<file path="src/rtl/burst_master_if.sv">
// Slave-side bus of burst_master: packed read-address, read-data, write-address, write-data, response.
// Latency: none, wiring only.
// Backpressure: every channel is valid/ready; the master modport owns the valids of AR/AW/W and the readies of R/B.
interface burst_master_if;
    logic        ARVALID;
    logic        ARREADY;
    logic [15:0] IN;
    logic        RVALID;
    logic        RREADY;
    logic        RLAST;
    logic [8:0]  OUT;
    logic        AWVALID;
    logic        AWREADY;
    logic [11:0] AWIN;
    logic        WVALID;
    logic        WREADY;
    logic        WLAST;
    logic [7:0]  WDATA;
    logic        BVALID;
    logic        BREADY;
    logic [4:0]  BRESP;

    modport master (
        output ARVALID, IN, RREADY, AWVALID, AWIN, WVALID, WLAST, WDATA, BREADY,
        input  ARREADY, RVALID, RLAST, OUT, AWREADY, WREADY, BVALID, BRESP
    );

    modport slave (
        input  ARVALID, IN, RREADY, AWVALID, AWIN, WVALID, WLAST, WDATA, BREADY,
        output ARREADY, RVALID, RLAST, OUT, AWREADY, WREADY, BVALID, BRESP
    );
endinterface

</file>
<file path="src/rtl/burst_master.sv">
// Single-outstanding burst master: host command in, AR/R or AW/W/B on the slave, done/status pulse out.
// Latency: channel outputs are registered (one cycle after the causing edge); done follows the last handshake by one cycle.
// Backpressure: cmd_ready only in IDLE; slave stalls bounded by TIMEOUT; write FIFO drops pushes while full.
module burst_master #(
    parameter int TIMEOUT    = 64,
    parameter int FIFO_DEPTH = 16
) (
    input  logic       clk,
    input  logic       rst,
    input  logic       cmd_valid,
    output logic       cmd_ready,
    input  logic       cmd_write,
    input  logic [7:0] cmd_addr,
    input  logic [3:0] cmd_len,
    input  logic [3:0] cmd_id,
    input  logic       wfifo_push,
    input  logic [7:0] wfifo_data,
    output logic       wfifo_full,
    output logic [7:0] rdata,
    output logic       rdata_valid,
    output logic       rdata_err,
    output logic       done,
    output logic       done_err,
    output logic       done_timeout,
    output logic [3:0] done_id,
    burst_master_if.master bus
);

    localparam int          PW       = $clog2(FIFO_DEPTH);
    localparam int          CW       = PW + 1;
    localparam logic [7:0]  TMO_LAST = 8'(TIMEOUT - 1);

    typedef enum logic [2:0] {
        S_IDLE, S_WAIT_DATA, S_AR, S_R, S_AW, S_W, S_B, S_DONE
    } state_t;

    state_t          r_state;
    state_t          w_state_nxt;

    // latched command and burst progress
    logic [3:0]      r_cmd_len;
    logic [3:0]      r_cmd_id;
    logic            r_err;
    logic [4:0]      r_beat;
    logic [3:0]      r_wbeat;
    logic [7:0]      r_tcnt;

    // write-data FIFO
    logic [7:0]      r_mem [FIFO_DEPTH];
    logic [PW-1:0]   r_wr_ptr;
    logic [PW-1:0]   r_rd_ptr;
    logic [CW-1:0]   r_count;

    // registered outputs
    logic            r_arvalid;
    logic            r_rready;
    logic            r_awvalid;
    logic            r_wvalid;
    logic            r_wlast;
    logic            r_bready;
    logic [15:0]     r_in;
    logic [11:0]     r_awin;
    logic [7:0]      r_rdata;
    logic            r_rdata_valid;
    logic            r_rdata_err;
    logic            r_done;
    logic            r_done_err;
    logic            r_done_timeout;
    logic [3:0]      r_done_id;

    logic            w_accept;
    logic            w_push;
    logic            w_hs;
    logic            w_tmo;
    logic            w_rd_fire;
    logic            w_err_nxt;
    logic [4:0]      w_beat_nxt;
    logic [3:0]      w_wbeat_nxt;
    logic [CW-1:0]   w_pop_cnt;
    logic [CW-1:0]   w_need;
    logic            w_timed;

    assign cmd_ready  = ~rst && (r_state == S_IDLE);
    assign w_accept   = cmd_valid && cmd_ready;
    assign wfifo_full = (r_count == CW'(FIFO_DEPTH));
    assign w_push     = wfifo_push && !wfifo_full;
    assign w_need     = CW'(r_cmd_len) + CW'(1);
    assign w_timed    = (r_state == S_AR) || (r_state == S_R) || (r_state == S_AW) ||
                        (r_state == S_W)  || (r_state == S_B);

    assign bus.ARVALID = r_arvalid;
    assign bus.IN      = r_in;
    assign bus.RREADY  = r_rready;
    assign bus.AWVALID = r_awvalid;
    assign bus.AWIN    = r_awin;
    assign bus.WVALID  = r_wvalid;
    assign bus.WLAST   = r_wlast;
    assign bus.WDATA   = r_mem[r_rd_ptr];
    assign bus.BREADY  = r_bready;

    assign rdata        = r_rdata;
    assign rdata_valid  = r_rdata_valid;
    assign rdata_err    = r_rdata_err;
    assign done         = r_done;
    assign done_err     = r_done_err;
    assign done_timeout = r_done_timeout;
    assign done_id      = r_done_id;

    // next state, handshake detection, error accumulation, FIFO pop amount
    always_comb begin
        w_state_nxt = r_state;
        w_err_nxt   = r_err;
        w_hs        = 1'b0;
        w_tmo       = 1'b0;
        w_rd_fire   = 1'b0;
        w_beat_nxt  = r_beat;
        w_wbeat_nxt = r_wbeat;
        w_pop_cnt   = '0;
        case (r_state)
            S_IDLE: begin
                if (w_accept) begin
                    w_err_nxt   = 1'b0;
                    w_beat_nxt  = 5'd0;
                    w_wbeat_nxt = 4'd0;
                    w_state_nxt = cmd_write ? S_WAIT_DATA : S_AR;
                end
            end
            S_WAIT_DATA: begin
                if (r_count >= w_need) w_state_nxt = S_AW;
            end
            S_AR: begin
                w_hs = bus.ARREADY;
                if (w_hs) w_state_nxt = S_R;
            end
            S_R: begin
                w_hs = bus.RVALID;
                if (w_hs) begin
                    w_rd_fire  = 1'b1;
                    // a beat beyond len+1 without RLAST is an overrun
                    w_err_nxt  = r_err | bus.OUT[0] | (r_beat > {1'b0, r_cmd_len});
                    w_beat_nxt = (r_beat == 5'h1F) ? r_beat : r_beat + 5'd1;
                    if (bus.RLAST) w_state_nxt = S_DONE;
                end
            end
            S_AW: begin
                w_hs = bus.AWREADY;
                if (w_hs) w_state_nxt = S_W;
            end
            S_W: begin
                w_hs = bus.WREADY;
                if (w_hs) begin
                    w_pop_cnt   = CW'(1);
                    w_wbeat_nxt = r_wbeat + 4'd1;
                    if (r_wbeat == r_cmd_len) w_state_nxt = S_B;
                end
            end
            S_B: begin
                w_hs = bus.BVALID;
                if (w_hs) begin
                    w_err_nxt   = r_err | bus.BRESP[4] | (bus.BRESP[3:0] != r_cmd_id);
                    w_state_nxt = S_DONE;
                end
            end
            S_DONE: begin
                w_state_nxt = S_IDLE;
            end
            default: begin
                w_state_nxt = S_IDLE;
            end
        endcase

        // a handshake in the final cycle still wins over the abort
        if (w_timed && !w_hs && (r_tcnt == TMO_LAST)) begin
            w_tmo       = 1'b1;
            w_err_nxt   = 1'b1;
            w_state_nxt = S_DONE;
            // drop the unsent remainder of this burst so the next one starts clean
            if (r_state == S_W) w_pop_cnt = CW'(r_cmd_len) - CW'(r_wbeat) + CW'(1);
        end
    end

    // state, command latch, progress counters and the stall counter
    always_ff @(posedge clk or posedge rst) begin
        if (rst) begin
            r_state   <= S_IDLE;
            r_cmd_len <= 4'd0;
            r_cmd_id  <= 4'd0;
            r_err     <= 1'b0;
            r_beat    <= 5'd0;
            r_wbeat   <= 4'd0;
            r_tcnt    <= 8'd0;
        end else begin
            r_state <= w_state_nxt;
            r_err   <= w_err_nxt;
            r_beat  <= w_beat_nxt;
            r_wbeat <= w_wbeat_nxt;
            if (w_accept) begin
                r_cmd_len <= cmd_len;
                r_cmd_id  <= cmd_id;
            end
            if ((w_state_nxt != r_state) || w_hs) r_tcnt <= 8'd0;
            else if (r_tcnt != 8'hFF)             r_tcnt <= r_tcnt + 8'd1;
        end
    end

    // channel outputs follow the state being entered, so they are glitch-free registers
    always_ff @(posedge clk or posedge rst) begin
        if (rst) begin
            r_arvalid      <= 1'b0;
            r_rready       <= 1'b0;
            r_awvalid      <= 1'b0;
            r_wvalid       <= 1'b0;
            r_wlast        <= 1'b0;
            r_bready       <= 1'b0;
            r_in           <= 16'd0;
            r_awin         <= 12'd0;
            r_rdata        <= 8'd0;
            r_rdata_valid  <= 1'b0;
            r_rdata_err    <= 1'b0;
            r_done         <= 1'b0;
            r_done_err     <= 1'b0;
            r_done_timeout <= 1'b0;
            r_done_id      <= 4'd0;
        end else begin
            r_arvalid      <= (w_state_nxt == S_AR);
            r_rready       <= (w_state_nxt == S_R);
            r_awvalid      <= (w_state_nxt == S_AW);
            r_wvalid       <= (w_state_nxt == S_W);
            r_wlast        <= (w_state_nxt == S_W) && (w_wbeat_nxt == r_cmd_len);
            r_bready       <= (w_state_nxt == S_B);
            if (w_accept && !cmd_write) r_in   <= {cmd_addr, cmd_len, cmd_id};
            if (w_accept &&  cmd_write) r_awin <= {cmd_addr, cmd_id};
            r_rdata_valid  <= w_rd_fire;
            r_rdata_err    <= w_rd_fire & bus.OUT[0];
            if (w_rd_fire) r_rdata <= bus.OUT[8:1];
            r_done         <= (w_state_nxt == S_DONE);
            r_done_err     <= (w_state_nxt == S_DONE) & w_err_nxt;
            r_done_timeout <= w_tmo;
            r_done_id      <= (w_state_nxt == S_DONE) ? r_cmd_id : 4'd0;
        end
    end

    // FIFO pointers and occupancy; pushes are accepted in any state
    always_ff @(posedge clk or posedge rst) begin
        if (rst) begin
            r_wr_ptr <= '0;
            r_rd_ptr <= '0;
            r_count  <= '0;
        end else begin
            if (w_push) r_wr_ptr <= r_wr_ptr + PW'(1);
            r_rd_ptr <= r_rd_ptr + PW'(w_pop_cnt);
            r_count  <= r_count + CW'(w_push) - w_pop_cnt;
        end
    end

    // FIFO storage needs no reset; emptiness is tracked by the pointers
    always_ff @(posedge clk) begin
        if (w_push) r_mem[r_wr_ptr] <= wfifo_data;
    end

endmodule

</file>
<file path="src/flat_wrapper.sv">
// flat-port wrapper written by rule: the top's interface ports become plain ports
module burst_master_flat 
#(
    parameter int TIMEOUT    = 64,
    parameter int FIFO_DEPTH = 16
)
  (clk, rst, cmd_valid, cmd_ready, cmd_write, cmd_addr, cmd_len, cmd_id, wfifo_push, wfifo_data, wfifo_full, rdata, rdata_valid, rdata_err, done, done_err, done_timeout, done_id, bus_ARVALID, bus_IN, bus_RREADY, bus_AWVALID, bus_AWIN, bus_WVALID, bus_WLAST, bus_WDATA, bus_BREADY, bus_ARREADY, bus_RVALID, bus_RLAST, bus_OUT, bus_AWREADY, bus_WREADY, bus_BVALID, bus_BRESP);
  burst_master_if bus_i ();
  input  logic clk;
  input  logic rst;
  input  logic cmd_valid;
  output logic cmd_ready;
  input  logic cmd_write;
  input  logic [7:0] cmd_addr;
  input  logic [3:0] cmd_len;
  input  logic [3:0] cmd_id;
  input  logic wfifo_push;
  input  logic [7:0] wfifo_data;
  output logic wfifo_full;
  output logic [7:0] rdata;
  output logic rdata_valid;
  output logic rdata_err;
  output logic done;
  output logic done_err;
  output logic done_timeout;
  output logic [3:0] done_id;
  output wire logic [$bits(bus_i.ARVALID)-1:0] bus_ARVALID;
  output wire logic [$bits(bus_i.IN)-1:0] bus_IN;
  output wire logic [$bits(bus_i.RREADY)-1:0] bus_RREADY;
  output wire logic [$bits(bus_i.AWVALID)-1:0] bus_AWVALID;
  output wire logic [$bits(bus_i.AWIN)-1:0] bus_AWIN;
  output wire logic [$bits(bus_i.WVALID)-1:0] bus_WVALID;
  output wire logic [$bits(bus_i.WLAST)-1:0] bus_WLAST;
  output wire logic [$bits(bus_i.WDATA)-1:0] bus_WDATA;
  output wire logic [$bits(bus_i.BREADY)-1:0] bus_BREADY;
  input wire logic [$bits(bus_i.ARREADY)-1:0] bus_ARREADY;
  input wire logic [$bits(bus_i.RVALID)-1:0] bus_RVALID;
  input wire logic [$bits(bus_i.RLAST)-1:0] bus_RLAST;
  input wire logic [$bits(bus_i.OUT)-1:0] bus_OUT;
  input wire logic [$bits(bus_i.AWREADY)-1:0] bus_AWREADY;
  input wire logic [$bits(bus_i.WREADY)-1:0] bus_WREADY;
  input wire logic [$bits(bus_i.BVALID)-1:0] bus_BVALID;
  input wire logic [$bits(bus_i.BRESP)-1:0] bus_BRESP;
  assign bus_ARVALID = bus_i.ARVALID;
  assign bus_IN = bus_i.IN;
  assign bus_RREADY = bus_i.RREADY;
  assign bus_AWVALID = bus_i.AWVALID;
  assign bus_AWIN = bus_i.AWIN;
  assign bus_WVALID = bus_i.WVALID;
  assign bus_WLAST = bus_i.WLAST;
  assign bus_WDATA = bus_i.WDATA;
  assign bus_BREADY = bus_i.BREADY;
  assign bus_i.ARREADY = bus_ARREADY;
  assign bus_i.RVALID = bus_RVALID;
  assign bus_i.RLAST = bus_RLAST;
  assign bus_i.OUT = bus_OUT;
  assign bus_i.AWREADY = bus_AWREADY;
  assign bus_i.WREADY = bus_WREADY;
  assign bus_i.BVALID = bus_BVALID;
  assign bus_i.BRESP = bus_BRESP;
  burst_master #(.TIMEOUT(TIMEOUT), .FIFO_DEPTH(FIFO_DEPTH)) u_core (.clk(clk), .rst(rst), .cmd_valid(cmd_valid), .cmd_ready(cmd_ready), .cmd_write(cmd_write), .cmd_addr(cmd_addr), .cmd_len(cmd_len), .cmd_id(cmd_id), .wfifo_push(wfifo_push), .wfifo_data(wfifo_data), .wfifo_full(wfifo_full), .rdata(rdata), .rdata_valid(rdata_valid), .rdata_err(rdata_err), .done(done), .done_err(done_err), .done_timeout(done_timeout), .done_id(done_id), .bus(bus_i));
endmodule
</file>
<file path="config.mk">
export PLATFORM = sky130hd
export DESIGN_NAME = burst_master_flat
export DESIGN_NICKNAME = d
export VERILOG_FILES = /design/src/rtl/burst_master_if.sv /design/src/rtl/burst_master.sv /design/src/flat_wrapper.sv
export SDC_FILE = /design/constraint.sdc
export NUM_CORES = 1
export LEC_CHECK = 0
export BUFFER_PORTS_ARGS = -buffer_cell sky130_fd_sc_hd__buf_2
export CORE_MARGIN = 1
export CORE_UTILIZATION = 45
export DETAILED_ROUTE_END_ITERATION = 12
export GPL_ROUTABILITY_DRIVEN = 1
export PLACE_DENSITY = 0.66
export SETUP_SLACK_MARGIN = 0.3
export SKIP_CTS_REPAIR_TIMING = 1
export SYNTH_ARGS = -nofsm -noshare
export SYNTH_HDL_FRONTEND = slang
export SYNTH_SLANG_ARGS = --single-unit
export TNS_END_PERCENT = 5
</file>
<file path="constraint.sdc">
create_clock -name clk -period 3.11 [get_ports clk]
set_clock_uncertainty 0.15 [all_clocks]
set_input_delay 0 -clock clk [delete_from_list [all_inputs] [get_ports clk]]
set_output_delay 0 -clock clk [all_outputs]
set_load 0.005 [all_outputs]
</file>
# Word-level counts from Yosys, hierarchy flattened
# Memories as Yosys holds them, arrays and structs flattened.
# Cells that the tools add are included.
dict set report op_classes {
  add_sub_neg 10
  magnitude_cmp 2
  n_eq_ne 24
  muxes 37
  bitwise_logic 7
  reduce_logical 20
}
# op n
set ops {}
lappend ops {{$mux W3} 10}
lappend ops {{$mux W5} 6}
lappend ops {{$eq A3 B3 Y1 const B} 8}
lappend ops {{$pmux W3 S8} 1}
lappend ops {{$mux W8} 2}
lappend ops {{$eq A3 B2 Y1 const B} 4}
lappend ops {{$mux W4} 3}
lappend ops {{$add A5 B1 Y5 const B} 2}
lappend ops {{$eq A5 B5 Y1 const B} 2}
lappend ops {{$mux W1} 10}
lappend ops {{$pmux W5 S2} 1}
lappend ops {{$add A4 B1 Y4 const B} 2}
lappend ops {{$add A8 B1 Y8 const B} 1}
lappend ops {{$eq A4 B4 Y1} 2}
lappend ops {{$eq A8 B6 Y1 const B} 1}
lappend ops {{$logic_and A1 B1 Y1} 8}
lappend ops {{$ne A8 B8 Y1 const B} 1}
lappend ops {{$pmux W4 S2} 1}
lappend ops {{$add A4 B1 Y5 const B} 1}
lappend ops {{$add A5 B1 Y5} 1}
lappend ops {{$ge A5 B5 Y1} 1}
lappend ops {{$gt A5 B4 Y1} 1}
lappend ops {{$logic_or A1 B1 Y1} 5}
lappend ops {{$pmux W1 S5} 1}
lappend ops {{17 further kinds} 25}
dict set report word_totals {
  ff_bits 93
  mem_bits_rw 128
  in_bits 49
  out_inout_bits 61
  wordCells 126
  n_memories 1
}
# memory depth word_bits rd rd_clocked_by_memory_dff wr line
set memory_table {}
lappend memory_table {u_core.r_mem 16 8 1 0 1 burst_master.sv:49} ;# logic [7:0] r_mem [FIFO_DEPTH];

# Longest topological paths before layout
dict set report logic_depth {
  depth_word 11
  mapped_depth 16
  depth_no_buf 14
}

# Least setup slack after synthesis
# OpenSTA, ideal clock, no wires.
dict set report synth_path {
  path_type {register to register}
  from {register u_core.r_tcnt[0]}
  to {register u_core.r_count[4]}
  setup_time_ns 0.080
  t_arrival_ns 3.105
  t_required_ns 2.880
  setup_slack_ns -0.225
  stages_incl_launch_ff 14
  n_path_buf 1
  synth_period_minus_slack_ns 3.335
  cell_sequence {dfrtp_1 -> ha_1 -> nand2_1 -> or4_1 -> a221oi_2 -> buf_6 -> and2_1 -> nand2_1 -> ha_1 -> fa_1 -> a21o_1 -> a21oi_1 -> xnor2_1 -> xnor2_1}
}
dict set report synth_via {
  elab_chain_len 4
}
# item line
set synth_lines {}
lappend synth_lines {{start: declaration} burst_master.sv:46} ;# logic [7:0] r_tcnt;
lappend synth_lines {{start signal: assignment} burst_master.sv:202} ;# else if (r_tcnt != 8'hFF) r_tcnt <= r_tcnt + 8'd1;
lappend synth_lines {{$eq A8 B6 Y1} burst_master.sv:173} ;# if (w_timed && !w_hs && (r_tcnt == TMO_LAST)) begin
lappend synth_lines {{$logic_and A1 B1 Y1} burst_master.sv:173}
lappend synth_lines {{$mux W5} burst_master.sv:173}
lappend synth_lines {{$sub A5 B5 Y5} burst_master.sv:252} ;# r_count <= r_count + CW'(w_push) - w_pop_cnt;
lappend synth_lines {{end signal: assignment} burst_master.sv:252}
lappend synth_lines {{end: declaration} burst_master.sv:52} ;# logic [CW-1:0] r_count;
# Every way passes these cells.
# A chain may end at the register's enable or synchronous reset.

# Worst setup path in the final report
# Same ends and word-level chain as after synthesis.

==> results.py <==
metrics = {
    "global_route": {
        "grt_pass1_vias": 6298,
        "track_usage_pct": 19.18,
        "antenna_found_initial": 0,
        "grt_overflow": 0,
        "grt_max_degree": 59,
        "grt_pass1_wl_microns": 32980,
    },
    "timing": {
        "fin_worst_hold_slack_ns": 0.06808,
        "max-slew-margin-rel_pct": 53.38,
        "setup-violations-final": 1,
        "min_period_over_period_pct": 101.4,
        "worst_slack_ns": -0.04443,
        "hold_viol": 0,
        "tightest_slew_ns": 0.6979,
        "rsz0062_at_grt": "yes",
        "drv_slew": 0,
        "fmax_ghz": 0.3170,
        "finalCriticalPeriod_ns": 3.154,
    },
    "setup_path": {
        "crit_arrival_ns": 3.43,
        "cp.required_ns": 3.39,
        "worst_setup_path_end_kind": "flip-flop",
        "crit_type": "flip-flop to flip-flop",
        "cp-start-kind": "flip-flop",
        "crit_path_max_fanout": 3,
    },
    "placed_design": {
        "globalplace.congestion": 0.8006,
        "dpl_worst_slack_ns": -0.1517,
        "port_buffers": 109,
        "dp_cells": 1055,
        "dp_hpwl_microns": 14580,
    },
    "drt": {
        "routed_via_density": 5.370,
        "wirelength_microns": 21210,
        "first_pass_iters": 5,
        "final_antenna_net_count": 0,
        "wl_per_cell_microns": 18.39,
        "first_iter_violations": 406,
        "num_vias": 6192,
        "drc": 0,
    },
    "status": {
        "violations": "negative setup slack",
        "status": "finished, violations left",
    },
    "clock_tree": {
        "root_buffer": "clkbuf_16",
        "htreeDepth": 1,
        "cts_buffers": 24,
        "clock-sinks": 221,
        "clkTransAtPathRegs_ns": 0.06,
        "clk_latency_ns": 0.51,
        "cts_max_path_buffers": 3,
        "tritoncts": "done",
    },
    "synth": {
        "synth_cell_types": 56,
        "synthSimpleGateAreaFrac_pct": 8.607,
        "yosysTopAreaCell": "edfxtp_1",
        "synth_fp_nets": 745,
        "syn_inst": 657,
        "syn_area_per_cell_sq_um": 14.82,
        "synth.most_common_cell": "edfxtp_1",
        "ys_ff_latch": 221,
        "synth_area_leaders": "edfxtp_1, dfrtp_1, mux4_2",
        "synthTopCellsByCount": "edfxtp_1, dfrtp_1, nand2_1",
        "synthMuxAreaShare_pct": 13.12,
        "yosysTopAreaCellShare_pct": 39.47,
        "synth_edf_count": 128,
        "synth-compound-area-share_pct": 4.317,
        "seq_area_frac_synth_pct": 63.36,
        "yosysWarningCount": 0,
        "syn-cell-area_sq_um": 9739,
        "postSynth.asyncResetShare_pct": 42.08,
        "synth-xor-area-share_pct": 2.608,
        "synth_adder_area_share_pct": 5.242,
        "synth_top_family_by_area": "multiplexers",
        "synthFlopType": "edfxtp_1",
    },
    "die": {
        "start_util_pct": 46.18,
        "die_w_microns": 149.1,
        "boundaryPins": 110,
        "die_area_sq_um": 22240,
        "rows": 53,
        "fp.dieH_microns": 149.1,
        "core-area_sq_um": 21090,
    },
    "power": {
        "leakage_nw": 5.132,
        "power_per_cell_area_nw_per_um2": 915.1,
        "peakVddDrop_uv": 415.6,
    },
    "finish": {
        "fin_nets": 948,
        "diodes": 0,
        "drive_above_1_share_pct": 33.94,
        "area_delta_synth_final_pct": 26.81,
        "final_cells": 1153,
        "fill_cells": 1648,
    },
    "worst_hold_path": {
        "min_path_type": "input port to flip-flop",
    },
    "flow_run": {
        "drv_cap": 0,
    },
}
per-stage QoR:
step	util [%]	TNS, ns	power [mW]	instance area, sq um
floorplan	-	-0.009801	6.872	9778
global placement	51.58	0	8.053	10880
detailed placement	51.58	-0.1608	8.221	10880
CTS	55.30	-0.1980	11.00	11660
global route	58.57	-0.1935	12.00	12350
finish	58.57	-0.04443	11.30	12350
cell usage in the layout (no fill, tap or decap), drive strengths merged, types with 7 or more instances in the layout:
master / n
inv: 31
nand2: 75
nand3: 13
dfrtp: 93
o21ai: 14
dlygate4sd3: 51
xnor2: 22
edfxtp: 128
buf: 155
mux4: 40
a21oi: 12
nor2b: 8
clkinv: 8
mux2: 29
clkbuf: 33
xor2: 7
nand4: 7
nor2: 31
ha: 36
nor3: 13
path summary, 6_finish.rpt:
check	start	end	slack, ns	cells after the start
worst min-delay path	bus_RVALID	u_core.r_tcnt[4]	0.07	6
min in group asynchronous	rst	u_core.r_state[0]	0.53	4
max in group asynchronous	rst	u_core.done_id[1]	1.61	5
worst max register to register	u_core.r_tcnt[0]	u_core.r_count[4]	-0.04	13
worst min register to register	u_core.r_err	u_core.r_err	0.34	1
worst max-delay path	u_core.r_tcnt[0]	u_core.r_count[4]	-0.04	13
cell type report:
type	instances	area, sq um	area share [%]
sequential	221	6175	49.99
multi-input combinational	377	3473	28.12
timing repair buffer	206	1456	11.79
clock buffer	33	725.7	5.876
tap	275	344.1	2.786
inverter	30	117.6	0.9523
clock inverter	11	58.81	0.4761
layer usage:
metal / up-vias / wire (microns) / track usage, %
met5: - / 0 / 0
met3: 17 / 997 / 3.119
met4: 0 / 213 / 4.235
li1: 2840 / - / -
met1: 3181 / 8678 / 24.41
met2: 154 / 11320 / 34.35
cells by family after synthesis:
logic type,count (synthesis)
mux,74
compound gates,57
simple gates,178
xor+xnor,29
fa+ha+maj,39
buf+inv,59
flops,221
worst max-delay path, cell delays in order, from the launching register on:
cell and delay, ns:
dfrtp_1 0.37, ha_2 0.21, nand2_2 0.07, or4_4 0.44, a221oi_4 0.23, buf_4 0.17
and2_4 0.16, nand2_4 0.07, ha_4 0.22, fa_2 0.35, a21o_1 0.20, a21oi_2 0.17
xnor2_2 0.14, xnor2_1 0.14
power by group:
part | internal [mW] | switching [mW]
Clock | 1.63 | 1.12
Combinational | 2.22 | 2.07
Sequential | 3.74 | 0.516
Total | 7.59 | 3.71
flip-flops by register name, summed over array words and instances (netlist names), 3 cells and up:
| signal | count |
|---|---|
| u_core.r_wr_ptr | 4 |
| u_core.r_rd_ptr | 4 |
| u_core.done_id | 4 |
| u_core.bus.AWIN | 12 |
| u_core.r_count | 5 |
| u_core.r_state | 3 |
| u_core.rdata | 8 |
| u_core.r_beat | 5 |
| u_core.r_cmd_len | 4 |
| u_core.r_wbeat | 4 |
| u_core.r_mem | 128 |
| u_core.bus.IN | 16 |
| u_core.r_tcnt | 8 |
| u_core.r_cmd_id | 4 |
No activity file was read; power rests on OpenSTA's default activity.
